===== src/rtl/servo_pwm_pkg.sv =====
// Shared constants, position codes and decoder FSM states for the servo PWM generator/decoder pair.
package servo_pwm_pkg;

  localparam int unsigned DefPeriodCycles = 1_000_000;
  localparam int unsigned DefW0Cycles     = 50_000;
  localparam int unsigned DefW1Cycles     = 150_000;
  localparam int unsigned DefW2Cycles     = 250_000;
  localparam int unsigned DefTolCycles    = 10_000;

  localparam logic [1:0] POS_0       = 2'b00;
  localparam logic [1:0] POS_1       = 2'b01;
  localparam logic [1:0] POS_2       = 2'b10;
  localparam logic [1:0] POS_INVALID = 2'b11;

  typedef enum logic [1:0] {
    StWaitLow,
    StWaitRise,
    StHigh
  } state_e;

  // Inclusive window test; the lower bound is clamped so it can never underflow.
  function automatic logic in_window(input int unsigned val, input int unsigned nom,
                                     input int unsigned tol);
    int unsigned lo;
    lo = (nom > tol) ? nom - tol : 32'd0;
    return (val >= lo) && (val <= nom + tol);
  endfunction

endpackage


===== src/rtl/pwm_edge_sync.sv =====
// Synchronizes the PWM line and produces a delayed level with aligned rise/fall pulses.
// Optional glitch filter enabled by GLITCH_FILTER_EN.
module pwm_edge_sync #(
  parameter int unsigned FILT_CYCLES = 4
) (
  input  logic clk,
  input  logic rst,
  input  logic pwm_i,
  output logic level_o,
  output logic rise_o,
  output logic fall_o
);

  logic s1_q, s2_q, s3_q;
  logic rise_q, fall_q;
  logic lvl;

  // Flops reset high so a pulse already in progress never appears as a fresh rising edge.
  always_ff @(posedge clk) begin
    if (rst) begin
      s1_q <= 1'b1;
      s2_q <= 1'b1;
    end else begin
      s1_q <= pwm_i;
      s2_q <= s1_q;
    end
  end

`ifdef GLITCH_FILTER_EN
  localparam int unsigned FiltW = $clog2(FILT_CYCLES + 1);

  logic             filt_q, filt_d;
  logic [FiltW-1:0] fcnt_q, fcnt_d;

  always_comb begin
    filt_d = filt_q;
    fcnt_d = '0;
    if (s2_q != filt_q) begin
      if (32'(fcnt_q) == FILT_CYCLES - 1) begin
        filt_d = s2_q;
      end else begin
        fcnt_d = fcnt_q + 1'b1;
      end
    end
  end

  always_ff @(posedge clk) begin
    if (rst) begin
      filt_q <= 1'b1;
      fcnt_q <= '0;
    end else begin
      filt_q <= filt_d;
      fcnt_q <= fcnt_d;
    end
  end

  assign lvl = filt_q;
`else
  assign lvl = s2_q;
`endif

  always_ff @(posedge clk) begin
    if (rst) begin
      s3_q   <= 1'b1;
      rise_q <= 1'b0;
      fall_q <= 1'b0;
    end else begin
      s3_q   <= lvl;
      rise_q <= lvl & ~s3_q;
      fall_q <= ~lvl & s3_q;
    end
  end

  assign level_o = s3_q;
  assign rise_o  = rise_q;
  assign fall_o  = fall_q;

  assert property (@(posedge clk) FILT_CYCLES >= 1);

endmodule


===== src/rtl/servo_pwm_decoder.sv =====
// Measures servo PWM high time and decodes it to a 2-bit position code with loss detection.
// Optional glitch filter in pwm_edge_sync enabled by GLITCH_FILTER_EN.
module servo_pwm_decoder
  import servo_pwm_pkg::*;
#(
  parameter int unsigned PERIOD_CYCLES = DefPeriodCycles,
  parameter int unsigned W0_CYCLES     = DefW0Cycles,
  parameter int unsigned W1_CYCLES     = DefW1Cycles,
  parameter int unsigned W2_CYCLES     = DefW2Cycles,
  parameter int unsigned TOL_CYCLES    = DefTolCycles,
  parameter int unsigned LOST_CYCLES   = 2_000_000,
  parameter int unsigned CNT_W         = 21,
  parameter int unsigned FILT_CYCLES   = 4
) (
  input  logic             clk,
  input  logic             rst,
  input  logic             pwm_in,
  output logic [1:0]       pos,
  output logic             pos_valid,
  output logic [CNT_W-1:0] width,
  output logic             pos_err,
  output logic             signal_lost
);

  localparam logic [CNT_W-1:0] CntMax  = '1;
  localparam logic [CNT_W-1:0] HiMax   = CNT_W'(W2_CYCLES + TOL_CYCLES);
  localparam logic [CNT_W-1:0] LostCnt = CNT_W'(LOST_CYCLES);

  // Windows must be ordered and disjoint; written without subtraction to avoid underflow.
  localparam bit ParamsOk = (W0_CYCLES + 2 * TOL_CYCLES < W1_CYCLES) &&
                            (W1_CYCLES + 2 * TOL_CYCLES < W2_CYCLES) &&
                            (W2_CYCLES + TOL_CYCLES < PERIOD_CYCLES) &&
                            (CNT_W <= 32) && (LOST_CYCLES <= 32'(CntMax));

  logic level, rise, fall;

  state_e           state_q, state_d;
  logic [CNT_W-1:0] hi_cnt_q, hi_cnt_d;
  logic [CNT_W-1:0] idle_cnt_q, idle_cnt_d;
  logic             cap_vld_q, cap_vld_d;
  logic [CNT_W-1:0] cap_cnt_q, cap_cnt_d;
  logic             cap_ovf_q, cap_ovf_d;
  logic [1:0]       pos_q, pos_d;
  logic             pos_valid_q;
  logic [CNT_W-1:0] width_q, width_d;
  logic             pos_err_q, pos_err_d;
  logic             lost_q, lost_d;
  logic             m0, m1, m2, matched;

  pwm_edge_sync #(
    .FILT_CYCLES(FILT_CYCLES)
  ) u_edge_sync (
    .clk    (clk),
    .rst    (rst),
    .pwm_i  (pwm_in),
    .level_o(level),
    .rise_o (rise),
    .fall_o (fall)
  );

  always_comb begin
    state_d   = state_q;
    hi_cnt_d  = hi_cnt_q;
    cap_vld_d = 1'b0;
    cap_cnt_d = cap_cnt_q;
    cap_ovf_d = cap_ovf_q;
    unique case (state_q)
      StWaitLow: begin
        if (!level) state_d = StWaitRise;
      end
      StWaitRise: begin
        if (rise) begin
          state_d  = StHigh;
          hi_cnt_d = CNT_W'(1);
        end
      end
      StHigh: begin
        if (hi_cnt_q > HiMax) begin
          // Too long for any code: report now and ignore the eventual falling edge.
          cap_vld_d = 1'b1;
          cap_cnt_d = hi_cnt_q;
          cap_ovf_d = 1'b1;
          state_d   = StWaitLow;
        end else if (fall) begin
          cap_vld_d = 1'b1;
          cap_cnt_d = hi_cnt_q;
          cap_ovf_d = 1'b0;
          state_d   = StWaitRise;
        end else if (level && hi_cnt_q != CntMax) begin
          hi_cnt_d = hi_cnt_q + 1'b1;
        end
      end
      default: state_d = StWaitLow;
    endcase
  end

  always_comb begin
    m0      = in_window(32'(cap_cnt_q), W0_CYCLES, TOL_CYCLES);
    m1      = in_window(32'(cap_cnt_q), W1_CYCLES, TOL_CYCLES);
    m2      = in_window(32'(cap_cnt_q), W2_CYCLES, TOL_CYCLES);
    matched = !cap_ovf_q && (m0 || m1 || m2);

    pos_d     = pos_q;
    width_d   = width_q;
    pos_err_d = pos_err_q;
    if (cap_vld_q) begin
      width_d   = cap_cnt_q;
      pos_err_d = !matched;
      if (!matched)  pos_d = POS_INVALID;
      else if (m0)   pos_d = POS_0;
      else if (m1)   pos_d = POS_1;
      else           pos_d = POS_2;
    end

    if (rise)                      idle_cnt_d = '0;
    else if (idle_cnt_q == LostCnt) idle_cnt_d = idle_cnt_q;
    else                           idle_cnt_d = idle_cnt_q + 1'b1;

    lost_d = lost_q;
    if (idle_cnt_q == LostCnt)      lost_d = 1'b1;
    else if (cap_vld_q && matched) lost_d = 1'b0;
  end

  always_ff @(posedge clk) begin
    if (rst) begin
      state_q     <= StWaitLow;
      hi_cnt_q    <= '0;
      idle_cnt_q  <= '0;
      cap_vld_q   <= 1'b0;
      cap_cnt_q   <= '0;
      cap_ovf_q   <= 1'b0;
      pos_q       <= POS_0;
      pos_valid_q <= 1'b0;
      width_q     <= '0;
      pos_err_q   <= 1'b0;
      lost_q      <= 1'b1;
    end else begin
      state_q     <= state_d;
      hi_cnt_q    <= hi_cnt_d;
      idle_cnt_q  <= idle_cnt_d;
      cap_vld_q   <= cap_vld_d;
      cap_cnt_q   <= cap_cnt_d;
      cap_ovf_q   <= cap_ovf_d;
      pos_q       <= pos_d;
      pos_valid_q <= cap_vld_q;
      width_q     <= width_d;
      pos_err_q   <= pos_err_d;
      lost_q      <= lost_d;
    end
  end

  assign pos         = pos_q;
  assign pos_valid   = pos_valid_q;
  assign width       = width_q;
  assign pos_err     = pos_err_q;
  assign signal_lost = lost_q;

  assert property (@(posedge clk) ParamsOk);

endmodule


===== config.mk =====
export PLATFORM = sky130hd
export DESIGN_NAME = servo_pwm_decoder
export DESIGN_NICKNAME = d
export VERILOG_FILES = /design/src/rtl/servo_pwm_pkg.sv /design/src/rtl/pwm_edge_sync.sv /design/src/rtl/servo_pwm_decoder.sv
export SDC_FILE = /design/constraint.sdc
export NUM_CORES = 1
export LEC_CHECK = 0
export ABC_AREA = 1
export ABC_CLOCK_PERIOD_IN_PS = 1700
export CAP_MARGIN = 5
export CELL_PAD_IN_SITES_DETAIL_PLACEMENT = 0
export CELL_PAD_IN_SITES_GLOBAL_PLACEMENT = 1
export CORE_AREA = 2 2 81 161
export DETAILED_ROUTE_END_ITERATION = 7
export DIE_AREA = 0 0 83 163
export GPL_ROUTABILITY_DRIVEN = 0
export PLACE_DENSITY = 0.8
export SLEW_MARGIN = 20
export SYNTH_ARGS = -nofsm -noshare
export SYNTH_HDL_FRONTEND = slang
export SYNTH_SLANG_ARGS = --single-unit

===== constraint.sdc =====
create_clock -name clk -period 1.7 [get_ports clk]
set_input_delay 0.34 -clock clk [delete_from_list [all_inputs] [get_ports clk]]
set_output_delay 0.34 -clock clk [all_outputs]
set_load 0.005 [all_outputs]

After elaboration in Yosys (flattened, before gate mapping). Cells that the tools add are included.

Input bits: 3. Bits in registers: 98. Word-level logic and storage cells: 78.

Bitwise operators: 5. Equal/unequal tests: 10. $add $sub $neg: 2. Magnitude comparators: 7. Mux-type cells: 19. Reductions and logical operators: 19.

Operator list (count): $mux 21 (6); $add 21x1->21 const B (2); $ge 21x18->1 const B (2); $le 21x18->1 const B (2); $pmux 21 s2 (1); $eq 21x21->1 const B (1); $ge 21x16->1 const B (1); $gt 21x18->1 const B (1); $le 21x16->1 const B (1); $ne 21x21->1 const B (1); $mux 2 (7); $ne 2x2->1 const B (4); $logic_and 1x1->1 (6); $pmux 2 s3 (1); $reduce_or 2->1 (3); $reduce_and 5->1 (1); $mux 1 (4); $reduce_bool 2->1 (2); $ne 3x2->1 const B (1); $not 1->1 (3); $reduce_and 3->1 (1); $and 1x1->1 (2); $eq 2x1->1 const B (1); $eq 2x2->1 const B (1); other kinds (5) (7).

Longest topological paths before layout. Gate-level depths: netlist (run 1).

Depth after elaboration: 6. Mapped depth: 14.

Modules after synthesis. From an unflattened synthesis (run 1), not the netlist that was laid out.

Cell total of the unflattened synthesis: 658. Area, all modules: 4621.9 µm².

By module, submodules not included: servo_pwm_decoder (area each 4483.0 µm², cells each 644, times used 1); pwm_edge_sync (area each 138.9 µm², cells each 14, times used 1).

Worst setup path after synthesis (run 1). OpenSTA, ideal clock, no wires.

Path type: register to register. Start: register hi_cnt_q[0]. End: register hi_cnt_q[8]. Clock period less this slack: 1753 ps. Stages on the path, launching flop included: 15. Arrival: 1618 ps. Slack: -53 ps. Data required time: 1565 ps. Path buffers: 1. Path through: dfxtp_1 -> ha_1 -> nand2_1 -> clkinv_1 -> nand2_1 -> nor2_4 -> nand3_1 -> nand2_1 -> nand2_1 -> nand2_2 -> nor2_8 -> nand2_8 -> buf_8 -> nand2_1 -> a21oi_2.

Cells in the longest elaborated chain, start to end: 5. Elaborated cells between the ends (all ways): 11. Those cells by class: 1 x add/sub; 1 x order compare; 3 x eq/ne; 4 x mux; 2 x reduce/logical.

Ends and longest elaborated chain: start, declared (line servo_pwm_decoder.sv:38) `logic [CNT_W-1:0] hi_cnt_q, hi_cnt_d;`; start signal, assigned (line servo_pwm_decoder.sv:139) `hi_cnt_q <= hi_cnt_d;`; $add 21x1->21 (line servo_pwm_decoder.sv:90) `hi_cnt_d = hi_cnt_q + 1'b1;`; $mux 21 (line servo_pwm_decoder.sv:89) `end else if (level && hi_cnt_q != CntMax) begin`; $mux 21 (line servo_pwm_decoder.sv:84) `end else if (fall) begin`; $mux 21 (line servo_pwm_decoder.sv:78) `if (hi_cnt_q > HiMax) begin`; $pmux 21 s2 (line servo_pwm_decoder.sv:67) `unique case (state_q)`.

Several ways; a longest one is shown, not always the timed one. The select of a mux whose other input is x is not followed. A chain may end at the register's enable or synchronous reset.

Worst setup path in the final report (run 1).
Start: register hi_cnt_q[10]. End: register hi_cnt_q[9].

Cells in the longest elaborated chain, start to end: 4. Elaborated cells between the ends (all ways): 6. Those cells by class: 1 x order compare; 3 x eq/ne; 2 x reduce/logical.

Ends and longest elaborated chain: branches (longest 3 deep; another with $gt 21x18->1); $reduce_and 5->1 (no source line) *.

Every way passes the cells marked *.

==> results of run 1 <==
## routing by layer
| layer | track usage | up-vias | routed length [um] |
|---|---|---|---|
| li1 | - | 2386 | - |
| met1 | 0.238 | 2109 | 5820 |
| met2 | 0.301 | 85 | 6240 |
| met3 | 0.0228 | 23 | 416 |
| met4 | 0.0835 | 0 | 313 |
| met5 | 0 | - | 0 |
## power groups by stage
stage / combinational, mW / sequential [mW] / clock [mW]
2_1_floorplan: 0.0993 / 2.37 / 0
3_3_place_gp: 0.157 / 2.37 / 0
3_5_place_dp: 0.159 / 2.37 / 0
4_1_cts: 0.165 / 2.32 / 2.05
5_1_grt: 0.210 / 2.32 / 2.12
6_report: 0.190 / 2.31 / 2.00
## registers in the layout, summed over array words and instances, names as in the netlist
signal and flops:
u_edge_sync.lvl 1, pos_valid 1, u_edge_sync.fall_o 1, cap_cnt_q 21, cap_ovf_q 1, signal_lost 1, pos 2, hi_cnt_q 21
state_q 2, pos_err 1, u_edge_sync.level_o 1, u_edge_sync.rise_o 1, idle_cnt_q 21, u_edge_sync.s1_q 1, width 21, cap_vld_q 1
## stage by stage
stage	setup slack, ns	instances	power (mW)
2_1_floorplan	0.00115	664	2.47
3_3_place_gp	-0.0807	886	2.53
3_5_place_dp	-0.0829	886	2.53
4_1_cts	-0.000318	905	4.54
5_1_grt	-0.144	915	4.65
6_report	-0.0651	915	4.51
## cell type report
cell class / count / area (um^2)
clock buffers: 11 / 243
well taps: 150 / 188
fillers: 1233 / 6140
inverters: 77 / 293
repair buffers: 106 / 948
flip-flops and latches: 98 / 2000
multi-input cells: 468 / 2550
clock inverters: 5 / 46.3
## worst paths after layout
check / endpoint / from / slack (ns)
setup / recovery: hi_cnt_q[9]$_SDFFE_PP0P_ / hi_cnt_q[10]$_SDFFE_PP0P_ / -0.07
hold / removal: u_edge_sync.lvl$_SDFF_PP1_ / u_edge_sync.s1_q$_SDFF_PP1_ / 0.42
setup reg to reg: hi_cnt_q[9]$_SDFFE_PP0P_ / hi_cnt_q[10]$_SDFFE_PP0P_ / -0.07
hold reg to reg: u_edge_sync.lvl$_SDFF_PP1_ / u_edge_sync.s1_q$_SDFF_PP1_ / 0.42
## critical path, cell delays in order, from the launching register on
cell and delay (ns):
dfxtp_2 0.35, buf_6 0.12, nand4_1 0.14, nor2_2 0.17, nand3_2 0.12, nand3_4 0.12, nand2_4 0.07, nor2_8 0.12
buf_12 0.15, buf_6 0.12, nand3_1 0.08, a21oi_2 0.13
## cells in the mapped netlist
library cell,instances,area share
nand2_1,104,0.083
dfxtp_1,98,0.42
nor2_1,81,0.065
inv_1,73,0.058
a21oi_1,70,0.075
nand3_1,61,0.065
o21ai_0,57,0.061
nor3_1,26,0.028
clkbuf_1,11,0.0088
nand4_1,11,0.015
xor2_1,8,0.015
a21oi_2,6,0.011
nand2_2,5,0.0067
buf_2,4,0.0043
ha_1,4,0.011
nor2_2,4,0.0053
xnor2_1,4,0.0075
and3_1,3,0.0040
buf_6,3,0.0072
or2_2,3,0.0040
buf_1,2,0.0016
buf_4,2,0.0032
clkinv_1,2,0.0016
inv_2,2,0.0016
nand3_2,2,0.0043
nor2_4,2,0.0048
nor3b_1,2,0.0032
nor4_1,2,0.0027
o21ai_1,2,0.0021
a211oi_1,1,0.0016
a31oi_1,1,0.0013
and2_1,1,0.0013
buf_8,1,0.0032
clkbuf_2,1,0.0011
nand2_4,1,0.0024
nand2_8,1,0.0043
nand3b_1,1,0.0016
nor2_8,1,0.0043
o211ai_1,1,0.0016
## logic make-up after synthesis
kind of cell,synth area share
compound gates,0.153
xor+xnor,0.0224
fa+ha+maj,0.0107
buf+inv,0.0910
flops,0.418
simple gates,0.304
## layout by cell type, fill, tap and decap left out, types with 3 or more instances in the layout
| cell | Yosys | final |
|---|---|---|
| nor3_2 | 0 | 3 |
| inv_1 | 73 | 71 |
| ha_1 | 4 | 3 |
| nand2_8 | 1 | 3 |
| a21oi_1 | 70 | 66 |
| nor2_2 | 4 | 11 |
| xnor2_1 | 4 | 4 |
| nor2_1 | 81 | 70 |
| nand3_1 | 61 | 53 |
| o21ai_0 | 57 | 52 |
| dfxtp_2 | 0 | 12 |
| buf_12 | 0 | 4 |
| buf_6 | 3 | 4 |
| nand3_2 | 2 | 8 |
| nor3_1 | 26 | 22 |
| buf_4 | 2 | 69 |
| a21oi_2 | 6 | 10 |
| and3_1 | 3 | 3 |
| nand2_1 | 104 | 92 |
| nand2_2 | 5 | 16 |
| inv_2 | 2 | 3 |
| nand4_1 | 11 | 11 |
| dfxtp_4 | 0 | 6 |
| nor2_4 | 2 | 7 |
| xor2_1 | 8 | 8 |
| clkbuf_16 | 0 | 10 |
| or2_2 | 3 | 3 |
| dfxtp_1 | 98 | 80 |
| o21ai_1 | 2 | 6 |
| clkdlybuf4s50_1 | 0 | 28 |
## timing repair
action | in CTS | in global routing
hold buffers | 0 | 0
pin swaps | 5 | 26
gates cloned | 1 | 3
gates resized for setup | 19 | 69
buffers inserted | 2 | 7
setup endpoints to repair | 40 | 57
==> impl_results.md, run 1 <==
* Final hold slack at 0.424 ns
* CTS Sinks at 98
* Unrepaired setup endpoints after global routing: yes
* Min-Delay Path Class: reg -> reg
* Setup TNS at -0.601 ns
* GR Util All Layers at 0.183
* Switching Fraction at 0.238
* Post-Route Skew at 0.00962 ns
* CP Max Fanout at 6
* Number of H-tree levels at 3
* ANT nets after route at 0
* Largest net degree at the start of global routing at 42
* Max-cap violations at 0
* CTS Buf Count at 9
* Final Cell Area at 6270 um^2
* Synth unique cells at 39
* CTS tree: built
* Final layout net count at 767
* Reg clk slew, reported paths at 0.07 ns
* Flops & latches, synth at 98
* CTS Root Cell: clkbuf_16
* Vias per Instance at 5.03
* IO Count at 29
* Crit path kind: reg -> reg
* Antenna diodes at 0
* Clk network pwr share at 0.444
* Part of the Yosys area used for sequential elements at 0.418
* Slew Limit Fails at 0
* Area grow syn2layout at 33.6%
* PwrDens at 719 nW/um^2
* Peak VDD IR at 649 uV
* I/O Buffers at 28
* Die Span X at 83 um
* Num rows at 58
* Ratio of cells with drive above 1 in the final layout at 0.243
* Crit share post-route at 1.04
* DRT Wirelength at 12800 um
* Period minus WS final at 1.77 ns
* Sequential power share at 0.514
* DR pass1 iterations at 5
* Fmax at 567 MHz
* Die area at 13500 um^2
* Static Leakage at 2.36 nW
* Slew at the pin closest to its max-slew limit at 0.446 ns
* Mapped Area at 4690 um^2
* Number of global-route vias before repair at 4206
* Yosys warns at 0
* DRC Markers at 0
* Status: complete, but fails checks
* Cell count after synthesis at 664
* Antenna violations before repair at 0
* Net Count, Synth at 671
* Util after Layout at 0.505
* DRT iter0 DRCs at 316
* Slew headroom at 0.703
* CP startpoint kind: register
* Critical Path RT at 1.98 ns
* CP arrival at 2.05 ns
* Gr ovfl total at 0
* Starting density of the core at 0.378
* Final WS setup at -0.0651 ns
* Syn_area_per_cell at 7.06 um^2
* Vias at 4603
* Core area at 12400 um^2
* Final count of hold timing violations at 0
* Max Buffers Root-to-Sink at 2
* Worst-Skew Late Latency at 0.35 ns
* Comb power frac at 0.042
* Failing checks: negative setup slack
* First-pass GRT wire length at 20100 um
* Routed wire per std cell at 14.0 um
* Post-DP Area at 5570 um^2
* Worst reg-to-reg path cell count at 11
* Die Ht at 163 um
* Post-DP HPWL at 9000 um
* Worst hold stages at 1
* Psw at 1.07 mW
* Int Power at 3.43 mW
* Setup violators final at 22
* Nature of the critical path endpoint: register
(Power assumes the default switching activity.)
==> run 2, diff against run 1 <==
==> constraint.sdc (replaced) <==
create_clock -name clk -period 1.7 [get_ports clk]
set_input_delay 0.51 -clock clk [delete_from_list [all_inputs] [get_ports clk]]
set_output_delay 0.51 -clock clk [all_outputs]
set_load 0.005 [all_outputs]
==> run 2 against run 1 <==
Compared with the run above: the run now ends clean; maximum frequency rose by 5.8%; core utilization rose by 1.2 points; flip-flop and latch count did not move; final area rose by 2.3%; via count rose by 0.35%; final cell count rose by 0.87%; critical path type unchanged; highest routed layer unchanged.
==> impl_results.md, run 2 (synthesis results as in run 1) <==
* Die Ht at 163 um
* Status: complete, no violations
* Reg clk slew, reported paths at 0.07 ns
* Post-Place Setup Slack at -0.0768 ns
* GR Util All Layers at 0.190
* Fmax at 599 MHz
* CP startpoint kind: register
* DP Cell Count at 901
* First-pass GRT wire length at 21000 um
* Slew Limit Fails at 0
* Nature of the critical path endpoint: register
* Antenna violations before repair at 0
* CTS tree: built
* Most common cell after layout, fill and taps aside: nand2_1
* Number of H-tree levels at 3
* Core area at 12400 um^2
* Vias per Instance at 5.00
* Crit share post-route at 0.982
* Final Cell Area at 6410 um^2
* DRT iter0 DRCs at 254
* Final Non-Filler Cells at 923
* Max-cap violations at 0
* Gr ovfl total at 0
* CP arrival at 1.91 ns
* DR pass1 iterations at 5
* Post-Route Skew at 0.0104 ns
* Final WS setup at 0.0311 ns
* DRT Wirelength at 12900 um
* Met3 WL at 374 um
* Post-DP Area at 5700 um^2
* Starting density of the core at 0.378
* Critical Path RT at 1.94 ns
* CTS Buf Count at 9
* Slew at the pin closest to its max-slew limit at 0.357 ns
* DR top layer: met4
* CP Cell Sequence: inv_1 > nand2_1 > nor2_1 > nand2_2 > buf_4 > nand3_4 > nand2_4 > nor2_8 > buf_4 > nand3b_1 > nand2_1 > nor2_1
* IO Count at 29
* Static Leakage at 2.67 nW
* CTS Sinks at 98
* Crit path kind: reg -> reg
* Ratio of cells with drive above 1 in the final layout at 0.283
* Hold buffer count at CTS at 0
* Final layout net count at 775
* Routed wire per std cell at 13.9 um
* Largest net degree at the start of global routing at 42
* CP Max Fanout at 5
* Wl on met1 at 6020 um
* Final count of hold timing violations at 0
* DRC Markers at 0
* Number of global-route vias before repair at 4385
* Slowest-stage cell, CP: dfxtp_1
* Die area at 13500 um^2
* ANT nets after route at 0
* Min-Delay Path Class: reg -> reg
* Slew headroom at 0.762
* Metal2 WL at 6220 um
* Post-DP HPWL at 9240 um
* Setup violators final at 0
* PwrDens at 700 nW/um^2
* Vias at 4619
* Worst-Skew Late Latency at 0.35 ns
* Num rows at 58
* Die Span X at 83 um
* Period minus WS final at 1.67 ns
* Peak VDD IR at 650 uV
* CP max stage delay at 0.34 ns
* Antenna diodes at 0
* Util after Layout at 0.517
* Commonest cells after routing, fill and taps aside: nand2_1, buf_4, nor2_1
* I/O Buffers at 28
* Total power at 4.49 mW
* Area grow syn2layout at 36.7%
* Max Buffers Root-to-Sink at 2
* Unrepaired setup endpoints after global routing: yes
* CTS Root Cell: clkbuf_16
[run 2: changes by cell type in the layout (fill, tap and decap cells not counted), moves of 9 or more]
| cell | previous run | this run |
|---|---|---|
| clkdlybuf4s50_1 | 28 | 7 |
| dlygate4sd2_1 | 0 | 12 |
| dfxtp_1 | 80 | 69 |
| dfxtp_2 | 12 | 22 |
| dlymetal6s2s_1 | 0 | 9 |
| nand3_1 | 53 | 44 |
| nand3_2 | 8 | 17 |
[run 2: timing repair]
action,4_1_cts,5_1_grt
hold endpoints to repair,0,0
gates resized for setup,31,122
endpoints found under the setup margin,43,72
pin swaps,2,15
buffers inserted,0,5
gates cloned,0,1
[run 2: through the flow]
step | TNS [ns] | hold WS (ns)
after floorplan | 0 | 0.389
after global placement | -0.648 | 0.396
after detailed placement | -0.593 | 0.395
after CTS | -0.0102 | 0.411
after global routing | -0.876 | 0.427
final | 0 | 0.411
[run 2: critical path: cells and delay by family (launching register included)]
| family | cells | cell delay (ns) |
|---|---|---|
| buffers and inverters | 3 | 0.37 |
| flip-flops | 1 | 0.34 |
| AND/OR/NAND/NOR | 9 | 0.86 |
[run 2: routing by layer]
layer | global-route usage | vias to the layer above
li1 | - | 2399
met1 | 0.251 | 2118
met2 | 0.319 | 83
met3 | 0.0319 | 19
met4 | 0.0544 | 0
met5 | 0 | -
[run 2: path summary, 6_finish.rpt]
check / from / to / slack [ns] / cells past startpoint
max: hi_cnt_q[19]$_SDFFE_PP0P_ / hi_cnt_q[1]$_SDFFE_PP0P_ / 0.03 / 12
min: u_edge_sync.s1_q$_SDFF_PP1_ / u_edge_sync.lvl$_SDFF_PP1_ / 0.41 / 1
max reg2reg: hi_cnt_q[19]$_SDFFE_PP0P_ / hi_cnt_q[1]$_SDFFE_PP0P_ / 0.03 / 12
min reg2reg: u_edge_sync.s1_q$_SDFF_PP1_ / u_edge_sync.lvl$_SDFF_PP1_ / 0.41 / 1
[run 2: final cells by class]
type                    count  area (um^2)
inverters                  77          302
fillers                  1187         6000
multi-input cells         465         2580
repair buffers            117         1040
flip-flops and latches     98         2020
clock buffers              13          270
clock inverters             3         21.3
well taps                 150          188
[run 2: power by group]
group,total (mW),switching [mW],internal [mW]
logic,0.188,0.113,0.0754
registers,2.31,0.0138,2.30
clock network,1.99,0.869,1.12
total,4.49,0.995,3.49
==> run 3, diff against run 2 <==
- CORE_AREA: 2 2 81 161 -> 3 3 82 162
- DIE_AREA: 0 0 83 163 -> 0 0 85 165
==> run 3 against run 2 <==
Compared with the run above: the run now ends with negative setup slack left; final area rose by 6.6%; sequential power barely moved; register-to-register slack got worse by 0.17 ns; clock power barely moved; critical path depth rose by 2; worst hold slack got worse by 0.0037 ns; global-route usage rose by 2.0 points; combinational power rose by 23%; count of clock-buffer cells in the layout fell by 4; power rose by 1.2%; flip-flop and latch count did not move; wire length rose by 21%; largest power group unchanged; highest routed layer unchanged.
==> impl_results.md, run 3 (synthesis results as in run 1) <==
* Status: complete, but fails checks
* Failing checks: negative setup slack
* Crit path kind: reg -> reg
* Slew at the pin closest to its max-slew limit at 0.408 ns
* Vias at 5065
* CTS Root Cell: clkbuf_16
* Post-DP HPWL at 10800 um
* I/O Buffers at 28
* Final layout net count at 807
* Crit share post-route at 1.08
* Die area at 14000 um^2
* Post-Place Setup Slack at -0.119 ns
* DR pass1 iterations at 5
* Slowest-stage cell, CP: dfxtp_4
* Number of global-route vias before repair at 5074
* DRC Markers at 0
* Die Ht at 165 um
* Min-Delay Path Class: reg -> reg
* CP Max Fanout at 5
* Final count of hold timing violations at 0
* Starting density of the core at 0.385
* Period minus WS final at 1.84 ns
* Fillers at 1096
* Post-Route Skew at 0.00676 ns
* CP arrival at 2.08 ns
* Core area at 12200 um^2
* Area grow syn2layout at 45.8%
* Setup TNS at -1.38 ns
* Cell mode on critical path: nand2_4
* Worst-Skew Late Latency at 0.35 ns
* Final WS setup at -0.142 ns
* CTS tree: built
* R2R setup slack at -0.14 ns
* Ratio of cells with drive above 1 in the final layout at 0.345
* DRT iter0 DRCs at 252
* CP bufs+invs at 2
* Peak VDD IR at 501 uV
* ANT nets after route at 0
* Nature of the critical path endpoint: register
* Antenna diodes at 0
* PwrDens at 664 nW/um^2
* CP Cell Sequence: ha_4 > nand2_4 > clkinv_4 > nand2_4 > nor2_4 > nand3_2 > nand2_2 > nand2_2 > nand2_4 > buf_6 > nor2_4 > nand3b_1 > nand2_1 > nor2_1
* Static Leakage at 2.86 nW
* Commonest cells after routing, fill and taps aside: buf_4, nand2_1, dfxtp_1
* Final Non-Filler Cells at 952
* Top cell family by delay on the critical path: simple AND/OR/NAND/NOR gates
* IO Count at 29
* CTS Buf Count at 9
* Register area at 2010 um^2
* Number of H-tree levels at 3
* Most common cell after layout, fill and taps aside: buf_4
* DP Cell Count at 911
* Vias per Instance at 5.32
* Gr ovfl total at 0
* Antenna violations before repair at 0
* Multi-input gate area at 2730 um^2
* Slew Limit Fails at 0
* Slew headroom at 0.728
* Largest net degree at the start of global routing at 42
* DRT Wirelength at 15500 um
* Routed wire per std cell at 16.3 um
* Unrepaired setup endpoints after global routing: yes
* GR Util All Layers at 0.210
* Critical Path RT at 1.94 ns
* Max-cap violations at 0
* Max Buffers Root-to-Sink at 2
* First-pass GRT wire length at 23200 um
* Die Span X at 85 um
* Util after Layout at 0.561
* Setup violators final at 28
* Fmax at 543 MHz
* CP max stage delay at 0.38 ns
* CP startpoint kind: register
* Reg clk slew, reported paths at 0.07 ns
* Num rows at 57
* CTS Sinks at 98
run 3: changes by cell type in the layout (fill, tap and decap cells not counted), sizes merged, moves of 2 or more:
cell	delta
dlygate4sd2	+9
inv	+2
clkinv	+3
buf	+26
dlymetal6s2s	-5
clkdlybuf4s50	-4
nand2	+2
run 3: timing repair:
item	CTS	global route
buffers inserted	6	12
gates resized for setup	92	108
hold buffers	0	0
pin swaps	28	30
gates cloned	2	6
endpoints found under the setup margin	70	59
run 3: worst paths after layout:
path                                                  start                    endpoint  depth (start not counted)
worst min-delay path            u_edge_sync.s1_q$_SDFF_PP1_  u_edge_sync.lvl$_SDFF_PP1_                          1
worst max-delay path               hi_cnt_q[0]$_SDFFE_PP0P_    hi_cnt_q[1]$_SDFFE_PP0P_                         14
worst min register to register  u_edge_sync.s1_q$_SDFF_PP1_  u_edge_sync.lvl$_SDFF_PP1_                          1
worst max register to register     hi_cnt_q[0]$_SDFFE_PP0P_    hi_cnt_q[1]$_SDFFE_PP0P_                         14
run 3: metal layers:
metal	up-vias	routed length, um	global-route usage
li1	2461	-	-
met1	2395	5020	0.180
met2	140	8920	0.413
met3	69	380	0.0349
met4	0	1190	0.161
met5	-	0	0
run 3: worst reg2reg max path, cell delays in order (launching register included):
cell and delay, ns:
dfxtp_4 0.38, ha_4 0.17, nand2_4 0.07, clkinv_4 0.06, nand2_4 0.06, nor2_4 0.04
nand3_2 0.08, nand2_2 0.06, nand2_2 0.10, nand2_4 0.08, buf_6 0.13, nor2_4 0.24
nand3b_1 0.13, nand2_1 0.08, nor2_1 0.04
run 3: area by class of cell:
type                            count  share of cell area
Clock inverter                      7             0.00878
Multi-Input combinational cell    468               0.400
Timing Repair Buffer              146               0.193
Inverter                           77              0.0448
Sequential cell                    98               0.294
Clock buffer                        9              0.0329
Tap cell                          147              0.0269
run 3: through the flow:
| stage | hold slack [ns] | total power, mW | cell area (um^2) |
|---|---|---|---|
| CTS | 0.408 | 4.53 | 6310 |
| floorplan | 0.389 | 2.47 | 4690 |
| global route | 0.412 | 4.67 | 6840 |
| global placement | 0.394 | 2.54 | 5770 |
| finish | 0.407 | 4.54 | 6840 |
| detailed placement | 0.394 | 2.54 | 5770 |
run 3: power by group:
group	switching, mW	internal (mW)	leakage (nW)
Clock	0.973	1.02	0.143
Sequential	0.0160	2.30	0.803
Combinational	0.135	0.0958	1.92
==> RTL edit, RTL diff (settings of run 2) <==
Set the package constant `DefW1Cycles` to 75_000 (it was 150_000).
--- a/src/rtl/servo_pwm_pkg.sv
+++ b/src/rtl/servo_pwm_pkg.sv
@@ -3,7 +3,7 @@
 
   localparam int unsigned DefPeriodCycles = 1_000_000;
   localparam int unsigned DefW0Cycles     = 50_000;
-  localparam int unsigned DefW1Cycles     = 150_000;
+  localparam int unsigned DefW1Cycles     = 75_000;
   localparam int unsigned DefW2Cycles     = 250_000;
   localparam int unsigned DefTolCycles    = 10_000;
 
Formal check against the unedited RTL: no difference found for any inputs over 10 cycles, from zero or initial values and one cycle with rst high; that may be too few to reach the edited logic, so the function may still have changed.
==> RTL edit against run 2 <==
- wire length down 4.2%
- maximum frequency shrank 1.8%
- area after synthesis is 1.0% higher
- power is 6.2% higher
- sequential share of layout area rose by 0.54 points
- sequential cell count is the same
- clock skew decreased by 0.0022 ns
- first-iteration DRC count down 18%
- core utilization fell by 0.43 points
- cell area down 0.84%
- setup slack lost 0.030 ns
==> RTL edit: results (changes against run 2) <==
[status]
status=finished clean

[global_routing]
grt.total_usage=0.182  ; -0.00826
first_global_vias=4322  ; -1.4%
grt_first_pass_wirelength_mm=20.1  ; -4.5%
overflow=0  ; unchanged
grt_start_max_net_pins=45  ; +7.1%

[sta]
slew_headroom=0.758  ; -0.00385
clock_skew_ns=0.00824  ; -0.00220 ns

[clocking]
clk_pin_slew_ns=0.07  ; about the same
root_buffer=clkbuf_16

[detailed_routing]
drt_iter0_markers=208  ; -18%
drtPass1Iterations=4  ; -1
wl_mm=12.3  ; -4.2%
vias_per_cell=4.99  ; -0.22%

[setup_path]
cp.arrival_ns=1.97  ; +0.06 ns
crit_fanout=7  ; +2

[pwr]
power.leakage_nw=2.76  ; +3.6%
peakVddDrop_v=0.000635  ; -2.4%
p_sw_frac=0.220  ; -0.00229

[yosys]
ys_top_cells_by_count=nand2_1 (121), dfxtp_1 (98), nor2_1 (82), inv_1 (78), a21oi_1 (76)
syn_nets=680  ; +1.3%
yosys-top-cells-area=dfxtp_1 (41%), nand2_1 (9.6%), a21oi_1 (8.0%)
ys_seq_area_frac=0.414  ; -0.00431
yosysWarnings=0  ; unchanged
netlist-cell-type-count=43  ; +10%

[placement]
dp_hpwl_mm=8.62  ; -6.7%
dp_slack_ns=-0.0826  ; -0.00578 ns

[layout]
fillers=1242  ; +4.6%
drive_gt1_frac=0.261  ; -0.0225
num-nets-final=765  ; -1.3%

==> RTL edit: worst paths after layout <==
kind | endpoint | startpoint | slack (ns)
worst max-delay path | hi_cnt_q[1]$_SDFFE_PP0P_ | hi_cnt_q[14]$_SDFFE_PP0P_ | 0.0008
worst min-delay path | u_edge_sync.lvl$_SDFF_PP1_ | u_edge_sync.s1_q$_SDFF_PP1_ | 0.42
worst max register to register | hi_cnt_q[1]$_SDFFE_PP0P_ | hi_cnt_q[14]$_SDFFE_PP0P_ | 0.0008
worst min register to register | u_edge_sync.lvl$_SDFF_PP1_ | u_edge_sync.s1_q$_SDFF_PP1_ | 0.42
==> RTL edit: metal layers <==
layer  up-vias  share of wire  GRT usage
met5         -              0          0
met4         0          0.021     0.0648
li1       2366              -          -
met2        92           0.51      0.326
met3        21          0.035     0.0264
met1      2080           0.43      0.219
==> RTL edit: layout make-up <==
| class | instances | share of cell area |
|---|---|---|
| inverter | 80 | 0.0480 |
| multi-input combinational | 469 | 0.403 |
| timing repair buffer | 100 | 0.147 |
| clock inverter | 6 | 0.0151 |
| tap | 150 | 0.0295 |
| sequential | 98 | 0.320 |
| clock buffer | 10 | 0.0376 |
==> RTL edit: critical path, cell delays in order, from the launching register on <==
cell,delay (ns)
dfxtp_4,0.38
nand4_1,0.19
nor2_1,0.17
nand2_1,0.08
nand2_2,0.08
nand3_4,0.09
nand2_4,0.11
nor2_8,0.05
buf_12,0.13
buf_8,0.12
nand3b_1,0.07
nand2_1,0.05
nor2_1,0.10
==> RTL edit: repair_timing <==
action / in CTS / in global routing
endpoints found under the setup margin: 47 / 66
resized for setup: 43 / 111
pin swaps: 5 / 28
buffers inserted: 3 / 12
hold buffers: 0 / 0
gates cloned: 2 / 1
==> RTL edit: through the flow <==
stage	cells	utilization	hold WS, ns	instance area [sq um]
6_report	913	0.513	0.417	6360
5_1_grt	913	0.513	0.434	6360
4_1_cts	901	0.481	0.420	5970
3_5_place_dp	880	0.443	0.399	5500
3_3_place_gp	880	0.443	0.396	5500
2_1_floorplan	673	-	0.389	4740
==> RTL edit: kinds of logic after synthesis <==
family,count (synthesis),share of synthesized area
xor+xnor,12,0.0222
flops,98,0.414
compound gates,145,0.159
fa+ha+maj,4,0.0106
simple gates,307,0.294
buf+inv,107,0.100
==> RTL edit: power groups by stage <==
stage	Sequential, mW	Clock, mW	Combinational (mW)
after floorplan	2.37	0	0.107
after global placement	2.37	0	0.150
after detailed placement	2.37	0	0.153
after CTS	2.31	2.33	0.173
after global routing	2.31	2.42	0.209
final	2.31	2.27	0.186
